$ cat src/rtl/mux_2x1_arbiter_pkg.sv
// mux_2x1_arbiter_pkg: default widths and output-slot state encoding shared by the arbiter slice
package mux_2x1_arbiter_pkg;
  localparam int P_DEF = 7;
  localparam int CW_DEF = 8;
  typedef enum logic {EMPTY = 1'b0, FULL = 1'b1} state_t;
endpackage

$ cat src/rtl/mux_2x1.sv
// mux_2x1: 2:1 mux, y = s ? a : b (ports a, b [p:0]; s; y [p:0])
module mux_2x1 #(
  parameter int p = 7
) (
  input  logic [p:0] a,
  input  logic [p:0] b,
  input  logic       s,
  output logic [p:0] y
);
  assign y = s ? a : b;
endmodule

$ cat src/rtl/mux_2x1_arbiter_dp.sv
// mux_2x1_arbiter_dp: datapath wrapping mux_2x1, y = s ? data_a : data_b (ports data_a, data_b, s, y)
module mux_2x1_arbiter_dp
  import mux_2x1_arbiter_pkg::*;
#(
  parameter int p = P_DEF
) (
  input  logic [p:0] data_a,
  input  logic [p:0] data_b,
  input  logic       s,
  output logic [p:0] y
);
  mux_2x1 #(.p(p)) u_mux (.a(data_a), .b(data_b), .s(s), .y(y));
endmodule

$ cat src/rtl/mux_2x1_arbiter.sv
// mux_2x1_arbiter: round-robin share of mux_2x1 between req_a/req_b into a one-entry out/out_valid/out_ready slot, with gnt_a/gnt_b, cnt_a/cnt_b grant counters and last_a
module mux_2x1_arbiter
  import mux_2x1_arbiter_pkg::*;
#(
  parameter int p  = P_DEF,
  parameter int CW = CW_DEF
) (
  input  logic          clk,
  input  logic          rst,
  input  logic          req_a,
  input  logic [p:0]    data_a,
  input  logic          req_b,
  input  logic [p:0]    data_b,
  output logic          gnt_a,
  output logic          gnt_b,
  output logic [p:0]    out,
  output logic          out_valid,
  input  logic          out_ready,
  output logic [CW-1:0] cnt_a,
  output logic [CW-1:0] cnt_b,
  output logic          last_a
);
  state_t state;
  logic load_en;
  logic [p:0] out_d;
  assign out_valid = state == FULL;
  assign load_en = !out_valid | out_ready;
  assign gnt_a = !rst & load_en & req_a & (!req_b | !last_a);
  assign gnt_b = !rst & load_en & req_b & (!req_a | last_a);
  mux_2x1_arbiter_dp #(.p(p)) u_dp (.data_a(data_a), .data_b(data_b), .s(gnt_a), .y(out_d));
  always_ff @(posedge clk) begin
    if (rst) begin
      state  <= EMPTY;
      out    <= '0;
      cnt_a  <= '0;
      cnt_b  <= '0;
      last_a <= 1'b0;
    end else if (gnt_a | gnt_b) begin
      state  <= FULL;
      out    <= out_d;
      last_a <= gnt_a;
      cnt_a  <= cnt_a + CW'(gnt_a);
      cnt_b  <= cnt_b + CW'(gnt_b);
    end else if (out_ready) begin
      state <= EMPTY;
    end
  end
endmodule

$ cat config.mk
export PLATFORM = sky130hd
export DESIGN_NAME = mux_2x1_arbiter
export DESIGN_NICKNAME = d
export VERILOG_FILES = /design/src/rtl/mux_2x1_arbiter_pkg.sv /design/src/rtl/mux_2x1.sv /design/src/rtl/mux_2x1_arbiter_dp.sv /design/src/rtl/mux_2x1_arbiter.sv
export SDC_FILE = /design/constraint.sdc
export NUM_CORES = 1
export LEC_CHECK = 0
export BUFFER_PORTS_ARGS = -buffer_cell sky130_fd_sc_hd__buf_2
export CAP_MARGIN = 15
export CORE_UTILIZATION = 40
export CTS_BUF_LIST = sky130_fd_sc_hd__clkbuf_2
export CTS_CLUSTER_DIAMETER = 50
export DETAILED_ROUTE_END_ITERATION = 10
export PLACE_DENSITY = 0.71
export SYNTH_ARGS = -nofsm -noshare
export SYNTH_HDL_FRONTEND = slang
export SYNTH_SLANG_ARGS = --single-unit
export TNS_END_PERCENT = 100
$ cat constraint.sdc
create_clock -name clk -period 2.48 [get_ports clk]
set_clock_uncertainty 0.05 [all_clocks]
set_input_delay 0.248 -clock clk [delete_from_list [all_inputs] [get_ports clk]]
set_output_delay 0.248 -clock clk [all_outputs]
set_load 0.005 [all_outputs]
* Word level (Yosys, flattened, before mapping)
Index checks and enable logic that the tools add are counted.
** Word-level totals
- Output and inout port bits :: 28
- Logic and storage cells :: 25
- Input bits :: 21
- Register bits :: 26
** Cells by class
- Bitwise logic cells :: 9
- Reductions and logical operators :: 6
- Muxes and demuxes :: 3
- $add $sub $neg :: 2
** Operators by type and width (count)
- 8-bit by 1-bit adder with 8-bit output :: 2
- 8-bit 2-to-1 mux :: 1
- 1-bit AND :: 5
- 1-bit zero test :: 5
- 1-bit bitwise OR :: 4
- 1-bit 2-to-1 mux :: 2
- 2-bit nonzero test :: 1

* Depth between registers and ports, before layout
- Word-level depth :: 7
- Gate-level depth with buffers :: 10
- Mapped depth without buffers :: 9

* Cells and area by module
Synthesis repeated with hierarchy kept, for this count alone.
** Unflattened totals
- Cell total of the unflattened synthesis :: 141
- Area total of the unflattened synthesis :: 1234.9 µm²
** By module, submodules not included
- mux_2x1_arbiter :: instances 1, sequential area each 520.5 µm², cells an instance 132, area each 1103.6 µm²
- mux_2x1 :: instances 1, sequential area each 0.0 µm², cells an instance 9, area each 131.4 µm²

* Least setup slack after synthesis
No wires, ideal clock.
- Path kind :: reg2reg
- From :: register state, in the netlist out_valid
- To :: register cnt_b[6]
- Clock period less this slack :: 2233 ps
- Data required time :: 2313 ps
- Library setup time :: 117 ps
- Setup slack :: 247 ps
- Buffers on the path :: 1
- Arrival time :: 2065 ps
- Cell stages (with the launch flop) :: 10
- Cells stage by stage :: dfxtp_1 -> nor2b_4 -> clkbuf_8 -> a2111oi_0 -> ha_1 -> ha_1 -> nand2_1 -> nor4_1 -> xnor2_1 -> nor2_1
** On the way
- Cells in the longest elaborated chain, start to end :: 6
- Elaborated cells on any way between the ends :: 9
- Classes of those cells :: 1 x add/sub; 7 x bitwise; 1 x reduce/logical
** RTL lines
- from (decl) :: RTL line mux_2x1_arbiter.sv:23 : state_t state;
- from (signal assigned) :: RTL line mux_2x1_arbiter.sv:33 : state <= EMPTY;
- from (signal assigned) :: RTL line mux_2x1_arbiter.sv:39 : state <= FULL;
- from (signal assigned) :: RTL line mux_2x1_arbiter.sv:45 : state <= EMPTY;
- 1-bit zero test * :: RTL line mux_2x1_arbiter.sv:27 : assign load_en = !out_valid | out_ready;
- 1-bit bitwise OR * :: RTL line mux_2x1_arbiter.sv:27
- 1-bit AND * (3 in series) :: RTL line mux_2x1_arbiter.sv:29 : assign gnt_b = !rst & load_en & req_b & (!req_a | last_a);
- named net gnt_b :: RTL line mux_2x1_arbiter.sv:15 : output logic gnt_b,
- 8-bit by 1-bit adder with 8-bit output or 1-bit bitwise OR (tied branches) :: RTL line mux_2x1_arbiter.sv:43, mux_2x1_arbiter.sv:38
- to (signal assigned) :: RTL line mux_2x1_arbiter.sv:43 : cnt_b <= cnt_b + CW'(gnt_b);
- to (decl) :: RTL line mux_2x1_arbiter.sv:20 : output logic [CW-1:0] cnt_b,
The timed path passes the listed nets; every way through them passes the cells marked *.
A chain may end at the register's enable or synchronous reset.

* Worst setup path in the final report
- From :: register last_a
- To :: register cnt_a[6]
** On the way
- Cells in the longest elaborated chain, start to end :: 4
- Elaborated cells on any way between the ends :: 7
- Classes of those cells :: 1 x add/sub; 5 x bitwise; 1 x reduce/logical
** RTL lines
- from (decl) :: RTL line mux_2x1_arbiter.sv:21 : output logic last_a
- from (signal assigned) :: RTL line mux_2x1_arbiter.sv:41 : last_a <= gnt_a;
- 1-bit zero test :: RTL line mux_2x1_arbiter.sv:28 : assign gnt_a = !rst & load_en & req_a & (!req_b | !last_a);
- 1-bit bitwise OR :: RTL line mux_2x1_arbiter.sv:28
- 1-bit AND :: RTL line mux_2x1_arbiter.sv:28
- 8-bit by 1-bit adder with 8-bit output or 1-bit bitwise OR (tied branches) :: RTL line mux_2x1_arbiter.sv:42, mux_2x1_arbiter.sv:38
- to (signal assigned) :: RTL line mux_2x1_arbiter.sv:42 : cnt_a <= cnt_a + CW'(gnt_a);
- to (decl) :: RTL line mux_2x1_arbiter.sv:19 : output logic [CW-1:0] cnt_a,
Parallel ways exist; a longest one is shown, timed or not.

==> impl_metrics.env <==
export IMPL_status="completed"
export IMPL_power_share_combinational_pct=15.1
export IMPL_final_cell_count_no_fill=232
export IMPL_hold_class="in -> reg"
export IMPL_synth_edff_count=0
export IMPL_clkPwrFrac_pct=21.9
export IMPL_tightest_slew_ns=0.411
export IMPL_drt_iter0_markers=61
export IMPL_postCtsSetupBuffers=0
export IMPL_synth_fp_nets=167
export IMPL_die_y_um=58.2
export IMPL_maxClockFrequency_mhz=463
export IMPL_dp_hpwl_um=2040
export IMPL_peakVddDrop_mv=0.183
export IMPL_die_w_um=58.2
export IMPL_critPathMaxFanout=9
export IMPL_final_max_slew_viol_count=0
export IMPL_dieArea_um2=3390
export IMPL_root_buffer="clkbuf_2"
export IMPL_drive_above_1_share_pct=30.9
export IMPL_power_density_nw_per_um2=458
export IMPL_switching_power_uw=185
export IMPL_cap_viol_max_count=0
export IMPL_gp_congestion=0.809
export IMPL_first_global_vias=1023
export IMPL_rows=20
export IMPL_portBuffers=48
export IMPL_mostFrequentLayoutCell="buf_2"
export IMPL_power_leakage_uw=0.000698
export IMPL_crit_type="reg -> reg"
export IMPL_core_um2=3030
export IMPL_hold_viol=0
export IMPL_critPathCaptureType="flip-flop"
export IMPL_ys_ff_latch=26
export IMPL_fin_crit_sh_pct=87.1
export IMPL_cts_num_sinks=26
export IMPL_viasPerCell=4.87
export IMPL_synthCells=142
export IMPL_vias=1129
export IMPL_synthDistinctLibCells=31
export IMPL_rr_worst_depth=9
export IMPL_grt_pass1_wl_um=4330
export IMPL_startpoint_type="flip-flop"
export IMPL_hold_depth=3
export IMPL_grt_max_degree=36
export IMPL_yosysWarningCount=0
export IMPL_relSlewSlack_pct=71.9
export IMPL_finalSetupViolCount=0
export IMPL_path_clk_slew_ns=0.22
export IMPL_drt_total_wl_um=2710
export IMPL_ctsResizeCount=0
export IMPL_required_ns=2.69
export IMPL_layout_common_cells="buf_2, dfxtp_1, nor2_1, nand2_1, xnor2_1"
export IMPL_remaining_drc_errors=0
export IMPL_drt_first_pass_iters=4
export IMPL_final_net_count=214
export IMPL_io_pins=49
export IMPL_rsz0062_at_grt="no"
export IMPL_avgSynthCellArea_um2=8.91
export IMPL_start_util_pct=41.8
export IMPL_insertion_delay_ns=0.35
export IMPL_cts_made_buffers=3
export IMPL_synth_async_reset_ratio_pct=0
export IMPL_antenna_found_initial=0
export IMPL_cts_tree="yes"
export IMPL_seq_area_frac_synth_pct=41.1
export IMPL_arrival_ns=2.37
export IMPL_avgRoutedWirePerCell_um=11.7
export IMPL_place_inst=228
export IMPL_p_int_uw=516
export IMPL_cts_max_path_buffers=2
export IMPL_postRouteAntennaNets=0
export IMPL_synth_ff_type="dfxtp_1"
export IMPL_insertedDiodeCount=0
export IMPL_area_delta_synth_final_pct=20.9
export IMPL_period_needed_ns=2.16
export IMPL_grt_overflow=0
export IMPL_gr_usage_all_layers_pct=16.2
export IMPL_cts_hold_buf=0
export IMPL_cts_htree_levels=1
export IMPL_synth_area_um2=1260
export IMPL_seq_power_share_pct=63.0
export IMPL_sw_frac_of_total_pct=26.4
export IMPL_final_setup_tns_ns=0
## power by group through the flow
stage | clock network (uW) | logic (uW) | registers, uW
4_1_cts | 160 | 106 | 441
3_3_place_gp | 0 | 104 | 449
6_report | 154 | 106 | 441
2_1_floorplan | 0 | 67.7 | 451
3_5_place_dp | 0 | 106 | 450
5_1_grt | 178 | 119 | 444
## metrics by stage
| step | cell area (um^2) | hold WS (ns) | utilization [%] | setup slack [ns] | total power [uW] |
|---|---|---|---|---|---|
| 4_1_cts | 1530 | 0.0738 | 50.5 | 0.265 | 708 |
| 5_1_grt | 1530 | 0.0584 | 50.5 | 0.0202 | 741 |
| 6_report | 1530 | 0.0833 | 50.5 | 0.321 | 701 |
| 3_5_place_dp | 1510 | 0.439 | 49.9 | 0.224 | 556 |
| 3_3_place_gp | 1510 | 0.430 | 49.9 | 0.274 | 553 |
| 2_1_floorplan | 1260 | 0.355 | - | 0.247 | 519 |
## per-layer routing
metal	up-vias	share of wire (%)	GRT usage [%]
li1	586	-	-
met1	496	49	20.6
met2	44	44	28.1
met3	3	5.9	2.46
met4	0	0.78	5.10
met5	-	0	0
## final timing paths
check / startpoint / end / slack (ns)
worst min register to register: out[5]$_SDFFE_PP0P_ / out[5]$_SDFFE_PP0P_ / 0.46
worst max register to register: last_a$_SDFFE_PP0P_ / cnt_a[6]$_SDFFE_PP0P_ / 0.32
worst max-delay path: last_a$_SDFFE_PP0P_ / cnt_a[6]$_SDFFE_PP0P_ / 0.32
worst min-delay path: data_b[0] / out[0]$_SDFFE_PP0P_ / 0.08
## state kept, by name (all words and copies together), names as in the netlist
name	cells
cnt_a	8
cnt_b	8
out	8
last_a	1
out_valid	1
## synth_stat cells, types with 3 or more instances
| master | n | area [um^2] |
|---|---|---|
| nand2b_1 | 4 | 25.0 |
| xnor2_1 | 9 | 78.8 |
| nor3_1 | 3 | 15.0 |
| nor4_1 | 5 | 31.3 |
| nor2_1 | 24 | 90.1 |
| ha_1 | 4 | 50.1 |
| nand2_1 | 22 | 82.6 |
| a311oi_1 | 8 | 70.1 |
| dfxtp_1 | 26 | 521 |
| nand4_1 | 4 | 25.0 |
| buf_4 | 3 | 22.5 |
| mux2i_1 | 6 | 60.1 |
## critical path: stages (launching register included)
cell and delay, ns:
dfxtp_1 0.38, nand2_1 0.07, nand2_1 0.19, nor3_1 0.30
ha_1 0.23, ha_1 0.16, o21ai_0 0.16, nor4_1 0.33
xnor2_1 0.16, nor2_1 0.05
## cell type report
type	count	area, um^2
tap	44	55.1
inverter	2	7.51
clock inverter	1	3.75
timing repair buffer	51	263
clock buffer	3	15.0
sequential	26	520
multi-input combinational	105	664
fill	299	1500
## kinds of logic (layout without fill, tap and decap cells)
group / count (synthesis) / count (layout) / synth area share [%]
xor+xnor: 9 / 9 / 6.23
fa+ha+maj: 4 / 4 / 3.96
buf+inv: 11 / 57 / 6.33
compound gates: 15 / 15 / 9.10
mux: 7 / 7 / 5.64
simple gates: 70 / 70 / 27.6
flops: 26 / 26 / 41.1
Power figures use the tool's default switching activity.
